### config.mk
export PLATFORM = sky130hd
export DESIGN_NAME = mu0_mem_arbiter
export DESIGN_NICKNAME = d
export VERILOG_FILES = /design/src/rtl/mu0_mem_arbiter.sv
export SDC_FILE = /design/constraint.sdc
export NUM_CORES = 1
export LEC_CHECK = 0
export ABC_CLOCK_PERIOD_IN_PS = 1870
export CELL_PAD_IN_SITES_DETAIL_PLACEMENT = 1
export CELL_PAD_IN_SITES_GLOBAL_PLACEMENT = 2
export CORE_MARGIN = 2
export CORE_UTILIZATION = 10
export CTS_BUF_LIST = sky130_fd_sc_hd__clkbuf_8
export CTS_CLUSTER_SIZE = 8
export DETAILED_ROUTE_END_ITERATION = 7
export PLACE_DENSITY = 0.95
export SYNTH_ARGS = -nofsm -noshare
export SYNTH_HDL_FRONTEND = slang
export SYNTH_SLANG_ARGS = --single-unit
export TNS_END_PERCENT = 30
### constraint.sdc
create_clock -name clk -period 1.87 [get_ports clk]
set_clock_uncertainty 0.1 [all_clocks]
set_input_delay 0.561 -clock clk [delete_from_list [all_inputs] [get_ports clk]]
set_output_delay 0.561 -clock clk [all_outputs]
set_load 0.01 [all_outputs]
### src/rtl/mu0_mem_arbiter.sv
// Purpose : single-port RAM arbiter between the MU0 core and a debug/loader port.
//           The core has priority; the debug port is granted idle cycles, a forced
//           slot after MAXWAIT consecutive denials (fair build only), or exclusive
//           ownership of the RAM while the core is halted.
// Latency : arbitration and mem_* strobes are combinational (grant in the request
//           cycle); dbg_rvalid is registered one cycle after a granted debug read.
// Backpressure : the core is held off with cpu_stall; a debug request is held
//           stable by the requester until dbg_gnt.
//
// Ports   : clk, reset (sync, active-high)
//           cpu_ren/cpu_wen/cpu_addr/cpu_wdata -> cpu_rdata, cpu_stall
//           dbg_req/dbg_we/dbg_addr/dbg_wdata  -> dbg_gnt, dbg_rdata, dbg_rvalid
//           dbg_halt -> cpu_halted
//           mem_ren/mem_wen/mem_addr/mem_wdata <- mem_rdata (RAM, 1-cycle read)
// Config  : define MU0_ARB_FAIR_EN to enable the debug starvation guard (wait_cnt).
//           Without it the core has strict priority while running.

module mu0_mem_arbiter #(
   parameter int AW      = 12,
   parameter int DW      = 16,
   parameter int MAXWAIT = 4
) (
   input  logic          clk,
   input  logic          reset,

   input  logic          cpu_ren,
   input  logic          cpu_wen,
   input  logic [AW-1:0] cpu_addr,
   input  logic [DW-1:0] cpu_wdata,
   output logic [DW-1:0] cpu_rdata,
   output logic          cpu_stall,

   input  logic          dbg_req,
   input  logic          dbg_we,
   input  logic [AW-1:0] dbg_addr,
   input  logic [DW-1:0] dbg_wdata,
   output logic          dbg_gnt,
   output logic [DW-1:0] dbg_rdata,
   output logic          dbg_rvalid,

   input  logic          dbg_halt,
   output logic          cpu_halted,

   output logic          mem_ren,
   output logic          mem_wen,
   output logic [AW-1:0] mem_addr,
   output logic [DW-1:0] mem_wdata,
   input  logic [DW-1:0] mem_rdata
);

   // A zero MAXWAIT would make the guard fire on every contended cycle,
   // i.e. silently invert the priority.
   if (MAXWAIT < 1) begin : g_maxwait_chk
      $error("mu0_mem_arbiter: MAXWAIT must be >= 1");
   end

   localparam logic [0:0] ST_RUN  = 1'b0;
   localparam logic [0:0] ST_HALT = 1'b1;

   logic [0:0] state_q, state_d;
   logic       dbg_rvalid_q, dbg_rvalid_d;

   logic       core_acc;
   logic       owner_cpu;
   logic       owner_dbg;
   logic       wait_expired;

   assign core_acc = cpu_ren | cpu_wen;

`ifdef MU0_ARB_FAIR_EN
   localparam int WW = $clog2(MAXWAIT + 1);
   localparam logic [WW-1:0] WAIT_MAX = WW'(MAXWAIT);

   logic [WW-1:0] wait_cnt_q, wait_cnt_d;

   assign wait_expired = (wait_cnt_q == WAIT_MAX);

   // Counts consecutive cycles in which a pending debug request lost to the
   // core. Any gap in the request or any grant restarts the count.
   always_comb begin
      wait_cnt_d = wait_cnt_q;
      if (!dbg_req || owner_dbg) begin
         wait_cnt_d = '0;
      end else if (wait_cnt_q != WAIT_MAX) begin
         wait_cnt_d = wait_cnt_q + WW'(1);
      end
   end

   always_ff @(posedge clk) begin
      if (reset) begin
         wait_cnt_q <= '0;
      end else begin
         wait_cnt_q <= wait_cnt_d;
      end
   end
`else
   // Strict core priority: debug never preempts a running core.
   assign wait_expired = 1'b0;
`endif

   // Ownership. In HALT the core is shut out completely, even when the debug
   // port is idle, so the controller sees a frozen memory.
   always_comb begin
      owner_dbg = 1'b0;
      owner_cpu = 1'b0;
      if (state_q == ST_HALT) begin
         owner_dbg = dbg_req;
      end else begin
         owner_dbg = dbg_req & (~core_acc | wait_expired);
         owner_cpu = core_acc & ~owner_dbg;
      end
   end

   // RAM port mux. Address/data follow the core when nobody owns the RAM;
   // the strobes are what matter in that case.
   always_comb begin
      mem_ren   = 1'b0;
      mem_wen   = 1'b0;
      mem_addr  = cpu_addr;
      mem_wdata = cpu_wdata;
      if (owner_cpu) begin
         // A simultaneous read and write from the core resolves as a write.
         mem_wen = cpu_wen;
         mem_ren = cpu_ren & ~cpu_wen;
      end else if (owner_dbg) begin
         mem_wen   = dbg_we;
         mem_ren   = ~dbg_we;
         mem_addr  = dbg_addr;
         mem_wdata = dbg_wdata;
      end
   end

   assign dbg_gnt   = owner_dbg;
   assign cpu_stall = core_acc & ~owner_cpu;

   // Both clients see the raw RAM output; each qualifies it with its own
   // knowledge of whether it issued a read last cycle.
   assign cpu_rdata = mem_rdata;
   assign dbg_rdata = mem_rdata;

   // Halt request is followed one cycle later in both directions.
   always_comb begin
      state_d = dbg_halt ? ST_HALT : ST_RUN;
   end

   always_comb begin
      dbg_rvalid_d = owner_dbg & ~dbg_we;
   end

   always_ff @(posedge clk) begin
      if (reset) begin
         state_q      <= ST_RUN;
         dbg_rvalid_q <= 1'b0;
      end else begin
         state_q      <= state_d;
         dbg_rvalid_q <= dbg_rvalid_d;
      end
   end

   assign dbg_rvalid = dbg_rvalid_q;
   assign cpu_halted = (state_q == ST_HALT);

endmodule

Yosys cells after proc, flatten, opt, wreduce, memory -nomap -nowiden. Index checks and enable logic that the tools add are counted.

Output and inout port bits: 66. Register bits: 2. Bits of input ports: 79.

Bitwise logic cells: 11. Mux-type cells: 11.

Operators by type and width (count): $mux 16 (2); $mux 12 (2); $mux 1 (7); $and 1x1->1 (5); $not 1->1 (5); $or 1x1->1 (1).

Longest topological paths before layout. Gate-level depths: netlist of run 1.

Depth in word-level cells: 8. Mapped depth: 5.

Worst setup path before layout of run 1. No wires, ideal clock.

Kind: input port to output port. Start: in cpu_wen. End: out mem_wdata[10]. Data required time: 1209 ps. Slack: -144 ps. Path buffers: 2. Data arrival time: 1353 ps. Stages on the path: 5. Cells stage by stage: nor2_2 > o21ai_2 > buf_6 > buf_6 > mux2_4.

Cells in the longest elaborated chain, start to end: 7. Elaborated cells between the ends (all ways): 9.

Ends and longest elaborated chain: start: declaration (line 27) `input logic cpu_wen,`; $or 1x1->1 * (line 68) `assign core_acc = cpu_ren | cpu_wen;`; $not 1->1 (line 109) `owner_dbg = dbg_req & (~core_acc | wait_expired);`; $and 1x1->1 (line 109); $not 1->1 (line 110) `owner_cpu = core_acc & ~owner_dbg;`; $and 1x1->1 (line 110); $mux 1 (line 106) `if (state_q == ST_HALT) begin`; $mux 16 * (line 121) `if (owner_cpu) begin`; end: declaration (line 47) `output logic [DW-1:0] mem_wdata,`.

Mark *: on every way between the ends. The rest lies on a longest branch, timed or not.

Final worst setup path of run 1.
Start: in cpu_wen. End: out mem_addr[6].

Cells in the longest elaborated chain, start to end: 7. Elaborated cells between the ends (all ways): 9.

Ends and longest elaborated chain: $or 1x1->1 * (line 68); $not 1->1 (line 109); $and 1x1->1 (line 109); $not 1->1 (line 110); $and 1x1->1 (line 110); $mux 1 (line 106); $mux 12 * (line 121); end: declaration (line 46) `output logic [AW-1:0] mem_addr,`.

Marks and branches as above.

==> results_tabular.tex, run 1 <==
\begin{tabular}{lr}
\hline
Metric & Value \\
\hline
\multicolumn{2}{l}{\textbf{Setup path}} \\
\quad Worst setup EP type & output pin \\
\quad Maximum net fanout on the critical path & 4 \\
\quad Number of buffers and inverters on the critical path & 4 \\
\quad Critical Path Source Type & primary input \\
\quad Delay contributed by the slowest stage of the critical path & 0.30 ns \\
\quad CP Data Required Time & 1.21 ns \\
\quad Worst Setup Path Type & primary input to output pin \\
\quad Worst reg2reg endpoint & dbg\_rvalid \\
\quad R2r setup slk & 0.95 ns \\
\quad CP cell instances & buf\_8, nor2\_4, o21ai\_4, buf\_6, bufbuf\_16, mux2\_4, buf\_6 \\
\quad Source of the worst register-to-register timing path & cpu\_halted \\
\quad Crit-path most repeated cell & buf\_6 \\
\quad R2R cell count & 3 \\
\quad Critical path arrival & 1.68 ns \\
\quad Critical-path top delay cell & mux2\_4 \\
\quad Family with the most delay on the worst path & buffers and inverters \\
\multicolumn{2}{l}{\textbf{Min path}} \\
\quad Number of cells traversed by the worst hold path & 3 \\
\quad Worst hold path endpoint & dbg\_rvalid \\
\quad Class of the most critical hold timing path & flop to flop \\
\quad Source of the worst hold timing path & cpu\_halted \\
\multicolumn{2}{l}{\textbf{Timing}} \\
\quad Remaining max-slew budget at the tightest pin & 87.8\% \\
\quad Portion of the clock cycle consumed by the worst path in the final layout & 125\% \\
\quad Timing-limited maximum frequency & 427 MHz \\
\quad Unrepaired setup endpoints after global routing & yes \\
\quad Max-slew violation total from the final report & 0 \\
\quad Transition time at the pin with the least slew margin & 0.182 ns \\
\quad Final min period & 2.34 ns \\
\quad Count of endpoints failing hold in the final timing report & 0 \\
\quad Finish-stage setup viols & 32 \\
\quad Crit path setup slack, layout & -0.470 ns \\
\multicolumn{2}{l}{\textbf{Pwr}} \\
\quad Static Leak & 0.913 nW \\
\quad Sequential share of power & 6.6\% \\
\quad Largest voltage drop on the vdd net & 0.221 mV \\
\quad PD cells & 363 nW/µm² \\
\quad Sw Pwr & 0.176 mW \\
\quad Switching portion of total power & 24.9\% \\
\quad Part of the power in the clock network & 23.4\% \\
\quad Internal power & 0.529 mW \\
\quad Combinational Power Share & 70.0\% \\
\quad Power, Total & 0.705 mW \\
\multicolumn{2}{l}{\textbf{Floorplanning}} \\
\quad Die area & 8030 µm² \\
\quad Die width & 89.6 µm \\
\quad Std cell rows & 31 \\
\quad Initial cell density of the core & 10.2\% \\
\quad Overall die height & 89.6 µm \\
\quad Core region area & 7180 µm² \\
\quad I/O Pins & 145 \\
\multicolumn{2}{l}{\textbf{Global route}} \\
\quad Largest net degree at the start of global routing & 10 \\
\quad Overall Global Routing Usage & 7.77\% \\
\quad Vias in the first global route & 1015 \\
\quad Total congestion overflow after global routing & 0 \\
\quad Number of antenna violations at the first check in global routing & 0 \\
\quad First-pass GRT wire length & 4.80 mm \\
\multicolumn{2}{l}{\textbf{Synth}} \\
\quad Post-synth cell types & 17 \\
\quad Post-synth net total & 157 \\
\quad Synthesized area divided by synthesized cell count & 9.40 µm² \\
\quad Synthesized netlist cell count & 78 \\
\quad Count of yosys warnings during synthesis & 0 \\
\quad Flip-flop and latch count after synthesis & 2 \\
\quad Part of the Yosys area used for sequential elements & 5.46\% \\
\quad Post-Synthesis Cell Area & 733 µm² \\
\multicolumn{2}{l}{\textbf{Detailed routing}} \\
\quad Post-DR wirelength/cell & 12.6 µm \\
\quad Count of TritonRoute iterations in the first routing pass & 2 \\
\quad DRC violation count after routing & 0 \\
\quad Wirelength, routed & 3.23 mm \\
\quad DRT iter0 DRCs & 3 \\
\quad Final antenna-violating net count & 0 \\
\quad Vias after detailed routing & 862 \\
\quad Number of vias per cell after detailed routing & 3.35 \\
\multicolumn{2}{l}{\textbf{Finish}} \\
\quad Area overhead of the layout relative to synthesis & 165\% \\
\quad Area of the multi-input gates & 515 µm² \\
\quad Fraction of final layout cells with drive strength greater than 1 & 54.4\% \\
\quad Count of nets after finishing & 239 \\
\quad Final cell utilization of the core & 27.1\% \\
\quad Post-Layout Inst Area & 1940 µm² \\
\quad Number of fill cells in the layout & 805 \\
\quad Inserted Diodes & 0 \\
\quad Sequential cell area in the final layout & 40.0 µm² \\
\multicolumn{2}{l}{\textbf{Clocking}} \\
\quad CTS Hold Bufs & 0 \\
\quad CTS tree & built \\
\quad Clock edge transition at the registers on the reported setup and hold paths & 0.03 ns \\
\quad Total clock sinks & 2 \\
\quad Clock buffer count from CTS & 3 \\
\quad CTS max path bufs & 2 \\
\quad Cell at the root of the clock tree & clkbuf\_8 \\
\quad Insertion delay to the later sink of the worst-skew pair & 0.20 ns \\
\quad H-tree depth reported by CTS & 1 \\
\multicolumn{2}{l}{\textbf{Placement}} \\
\quad Area of placed instances & 1630 µm² \\
\quad Count of port buffers added during placement & 96 \\
\quad Final estimated routing congestion in global placement & 0.668 \\
\quad Worst setup timing slack at the placement stage & -1.19 ns \\
\quad Final HPWL DP & 2.45 mm \\
\multicolumn{2}{l}{\textbf{Outcome}} \\
\quad Result of the run & finished, violations left \\
\quad Violated checks & negative setup slack \\
\multicolumn{2}{l}{\textbf{Run}} \\
\quad Number of maximum-capacitance constraint violations & 0 \\
\hline
\end{tabular}
-- through the flow --
step	TNS (ns)	instances	hold WS, ns
2_1_floorplan	-2.20	78	0.473
3_3_place_gp	-34.75	244	0.595
3_5_place_dp	-34.99	244	0.599
4_1_cts	-12.92	258	0.601
5_1_grt	-12.61	257	0.650
6_report	-11.27	257	0.599
-- power groups by stage --
stage,registers [mW],logic (mW),clock network (mW)
after global routing,0.0466,0.523,0.178
after floorplan,0.0480,0.202,0
final,0.0464,0.493,0.165
after CTS,0.0463,0.502,0.170
after global placement,0.0469,0.400,0
after detailed placement,0.0469,0.403,0
-- state kept, by name, summed over array words and instances, names as in the netlist --
| name | flops |
|---|---|
| cpu_halted | 1 |
| dbg_rvalid | 1 |
-- worst max-delay path by stage --
stage                          endpoint  startpoint  cells after the start
after global routing        mem_addr[6]     cpu_wen                      7
after global placement     mem_wdata[2]     cpu_ren                      6
final                       mem_addr[6]     cpu_wen                      7
after CTS                   mem_addr[0]     cpu_ren                      7
after detailed placement  mem_wdata[15]     cpu_ren                      6
after floorplan           mem_wdata[10]     cpu_wen                      5
-- worst min-delay path, delay by kind of cell (launching register included) --
family / cells / cell delay [ns]
buffers and inverters: 1 / 0.17
flip-flops: 1 / 0.33
AND/OR/NAND/NOR: 2 / 0.15
-- layer usage --
metal	global-route usage, %	routed length (µm)	vias up
met2	14.7	1580	88
met5	0	0	-
met4	2.44	36	0
met1	7.68	1110	375
li1	-	-	392
met3	3.11	503	7
-- layout by cell type (no fill, tap or decap), types with 2 or more instances in the layout --
master           count
buf_8                3
buf_2                3
clkdlybuf4s50_1     59
clkbuf_8             3
buf_16               2
buf_4                6
buf_6               34
dlygate4sd2_1        2
mux2_4              28
dfxtp_1              2
-- logic make-up (layout without fill, tap and decap cells) --
kind of cell / Yosys count / after routing / synth area share [%]
compound gates: 3 / 3 / 3.07
buf+inv: 37 / 117 / 37.5
flops: 2 / 2 / 5.46
mux: 28 / 28 / 47.6
simple gates: 8 / 8 / 6.31
-- synthesized netlist by cell type (all sizes together) --
cell     count  area [µm²]
nand3        1        5.00
nand2b       2        12.5
nor2         2        10.0
mux2        28         349
a2bb2oi      1        8.76
buf         35         268
dfxtp        2        40.0
nor3         1        5.00
o21ai        2        13.8
inv          2        7.51
and2b        1        7.51
nor2b        1        6.26
-- layout make-up --
cell class / count / area share (%)
Inverter: 2 / 0.387
Tap cell: 99 / 6.38
Sequential cell: 2 / 2.06
Timing Repair Buffer: 112 / 62.5
Clock buffer: 3 / 2.13
Multi-Input combinational cell: 39 / 26.5
-- repair_timing --
item | in CTS | in global routing
setup buffers | 8 | 1
resized for setup | 203 | 7
setup endpoints to repair | 33 | 32
cloned | 3 | 0
pin swaps | 2 | 2
Note: power is estimated with default switching activity, not from simulation.
==> run 2, diff against run 1 <==
- RECOVER_POWER: unset -> 100
==> results_tabular.tex, run 2 (synthesis gave the netlist of run 1 again) <==
\begin{tabular}{lr}
\hline
Metric & Value \\
\hline
\multicolumn{2}{l}{\textbf{Finish}} \\
\quad Most common cell after layout, fill and taps aside & clkdlybuf4s50\_1 \\
\quad Count of nets after finishing & 239 \\
\quad Commonest cells after routing, fill and taps aside & 57 x clkdlybuf4s50\_1, 34 x buf\_6, 28 x mux2\_4, 6 x buf\_4 \\
\quad Fraction of final layout cells with drive strength greater than 1 & 54.4\% \\
\quad Area overhead of the layout relative to synthesis & 165\% \\
\quad Number of fill cells in the layout & 805 \\
\quad Post-Layout Inst Area & 1940 µm² \\
\quad Final cell utilization of the core & 27.1\% \\
\quad Inserted Diodes & 0 \\
\multicolumn{2}{l}{\textbf{Setup path}} \\
\quad Maximum net fanout on the critical path & 4 \\
\quad Critical Path Source Type & primary input \\
\quad Worst setup EP type & output pin \\
\quad CP Data Required Time & 1.21 ns \\
\quad Source of the worst register-to-register timing path & cpu\_halted \\
\quad Critical Path Source & cpu\_wen \\
\quad Worst Setup Path Type & primary input to output pin \\
\quad Critical path arrival & 1.68 ns \\
\multicolumn{2}{l}{\textbf{Timing}} \\
\quad Unrepaired setup endpoints after global routing & yes \\
\quad Setup TNS & -11.27 ns \\
\quad Count of endpoints failing hold in the final timing report & 0 \\
\quad Final min period & 2.34 ns \\
\quad Timing-limited maximum frequency & 427 MHz \\
\quad Crit path setup slack, layout & -0.470 ns \\
\quad Max-slew violation total from the final report & 0 \\
\quad Transition time at the pin with the least slew margin & 0.182 ns \\
\quad Portion of the clock cycle consumed by the worst path in the final layout & 125\% \\
\quad Finish-stage setup viols & 32 \\
\quad Remaining max-slew budget at the tightest pin & 87.8\% \\
\multicolumn{2}{l}{\textbf{Detailed routing}} \\
\quad Count of TritonRoute iterations in the first routing pass & 2 \\
\quad Final antenna-violating net count & 0 \\
\quad DRT iter0 DRCs & 3 \\
\quad Vias after detailed routing & 862 \\
\quad DRC violation count after routing & 0 \\
\quad Wirelength, routed & 3.23 mm \\
\quad Number of vias per cell after detailed routing & 3.35 \\
\quad Post-DR wirelength/cell & 12.6 µm \\
\multicolumn{2}{l}{\textbf{Global route}} \\
\quad Largest net degree at the start of global routing & 10 \\
\quad First-pass GRT wire length & 4.80 mm \\
\quad Vias in the first global route & 1015 \\
\quad Number of antenna violations at the first check in global routing & 0 \\
\quad Total congestion overflow after global routing & 0 \\
\quad Overall Global Routing Usage & 7.77\% \\
\multicolumn{2}{l}{\textbf{Placement}} \\
\quad Area of placed instances & 1630 µm² \\
\quad Final estimated routing congestion in global placement & 0.668 \\
\quad Worst setup timing slack at the placement stage & -1.19 ns \\
\quad Final HPWL DP & 2.45 mm \\
\quad Count of port buffers added during placement & 96 \\
\multicolumn{2}{l}{\textbf{Clocking}} \\
\quad Clock edge transition at the registers on the reported setup and hold paths & 0.03 ns \\
\quad CTS max path bufs & 2 \\
\quad Clock buffer count from CTS & 3 \\
\quad CTS tree & built \\
\quad Total clock sinks & 2 \\
\quad Cell at the root of the clock tree & clkbuf\_8 \\
\quad Insertion delay to the later sink of the worst-skew pair & 0.20 ns \\
\quad H-tree depth reported by CTS & 1 \\
\quad CTS Hold Bufs & 0 \\
\multicolumn{2}{l}{\textbf{Pwr}} \\
\quad Static Leak & 0.916 nW \\
\quad Largest voltage drop on the vdd net & 0.221 mV \\
\quad PD cells & 362 nW/µm² \\
\quad Power, Total & 0.704 mW \\
\multicolumn{2}{l}{\textbf{Floorplanning}} \\
\quad I/O Pins & 145 \\
\quad Overall die height & 89.6 µm \\
\quad Initial cell density of the core & 10.2\% \\
\quad Std cell rows & 31 \\
\quad Die width & 89.6 µm \\
\quad Core region area & 7180 µm² \\
\quad Die area & 8030 µm² \\
\multicolumn{2}{l}{\textbf{Outcome}} \\
\quad Violated checks & negative setup slack \\
\quad Result of the run & finished, violations left \\
\multicolumn{2}{l}{\textbf{Min path}} \\
\quad Source of the worst hold timing path & cpu\_halted \\
\quad Class of the most critical hold timing path & flop to flop \\
\multicolumn{2}{l}{\textbf{Run}} \\
\quad Number of maximum-capacitance constraint violations & 0 \\
\hline
\end{tabular}
-- run 2: cell types whose count changed in the layout (fill, tap and decap cells not counted) --
cell	change
clkdlybuf4s50_1	-2
dlygate4sd3_1	+2
-- run 2: what timing repair did --
item | 4_1_cts | 5_1_grt
pin swaps | 2 | 2
endpoints found under the setup margin | 33 | 32
setup buffers | 8 | 1
resized for setup | 203 | 7
gates cloned | 3 | 0
-- run 2: layout make-up --
cell class	count	area (µm²)	share of cell area, %
timing repair buffer	112	1210	62.5
multi-input combinational	39	515	26.5
tap	99	124	6.38
clock buffer	3	41.3	2.13
sequential	2	40.0	2.06
inverter	2	7.51	0.387
-- run 2: critical path: stages --
cell and delay (ns):
buf_8 0.10, nor2_4 0.12, o21ai_4 0.08, buf_6 0.13, bufbuf_16 0.26, mux2_4 0.30, buf_6 0.12
-- run 2: stage by stage --
step,hold WS (ns),cells
2_1_floorplan,0.473,78
3_5_place_dp,0.599,244
5_1_grt,0.650,257
4_1_cts,0.601,258
3_3_place_gp,0.595,244
6_report,0.599,257
-- run 2: where the power goes --
group / total, mW / internal [mW] / leakage, nW / switching, mW
combinational: 0.493 / 0.348 / 0.878 / 0.145
clock: 0.165 / 0.136 / 0.0216 / 0.0291
sequential: 0.0464 / 0.0448 / 0.0165 / 0.00154
total: 0.704 / 0.528 / 0.916 / 0.176
-- run 2: metal layers --
| metal | routed length, µm | vias up | global-route usage [%] |
|---|---|---|---|
| met2 | 1580 | 88 | 14.7 |
| met4 | 36 | 0 | 2.44 |
| li1 | - | 392 | - |
| met3 | 503 | 7 | 3.11 |
| met1 | 1110 | 375 | 7.68 |
| met5 | 0 | - | 0 |
-- run 2: worst paths after layout --
check                end  slack, ns  cells after the start
min           dbg_rvalid       0.60                      3
min reg2reg   dbg_rvalid       0.60                      3
max reg2reg   dbg_rvalid       0.95                      3
max          mem_addr[6]      -0.47                      7
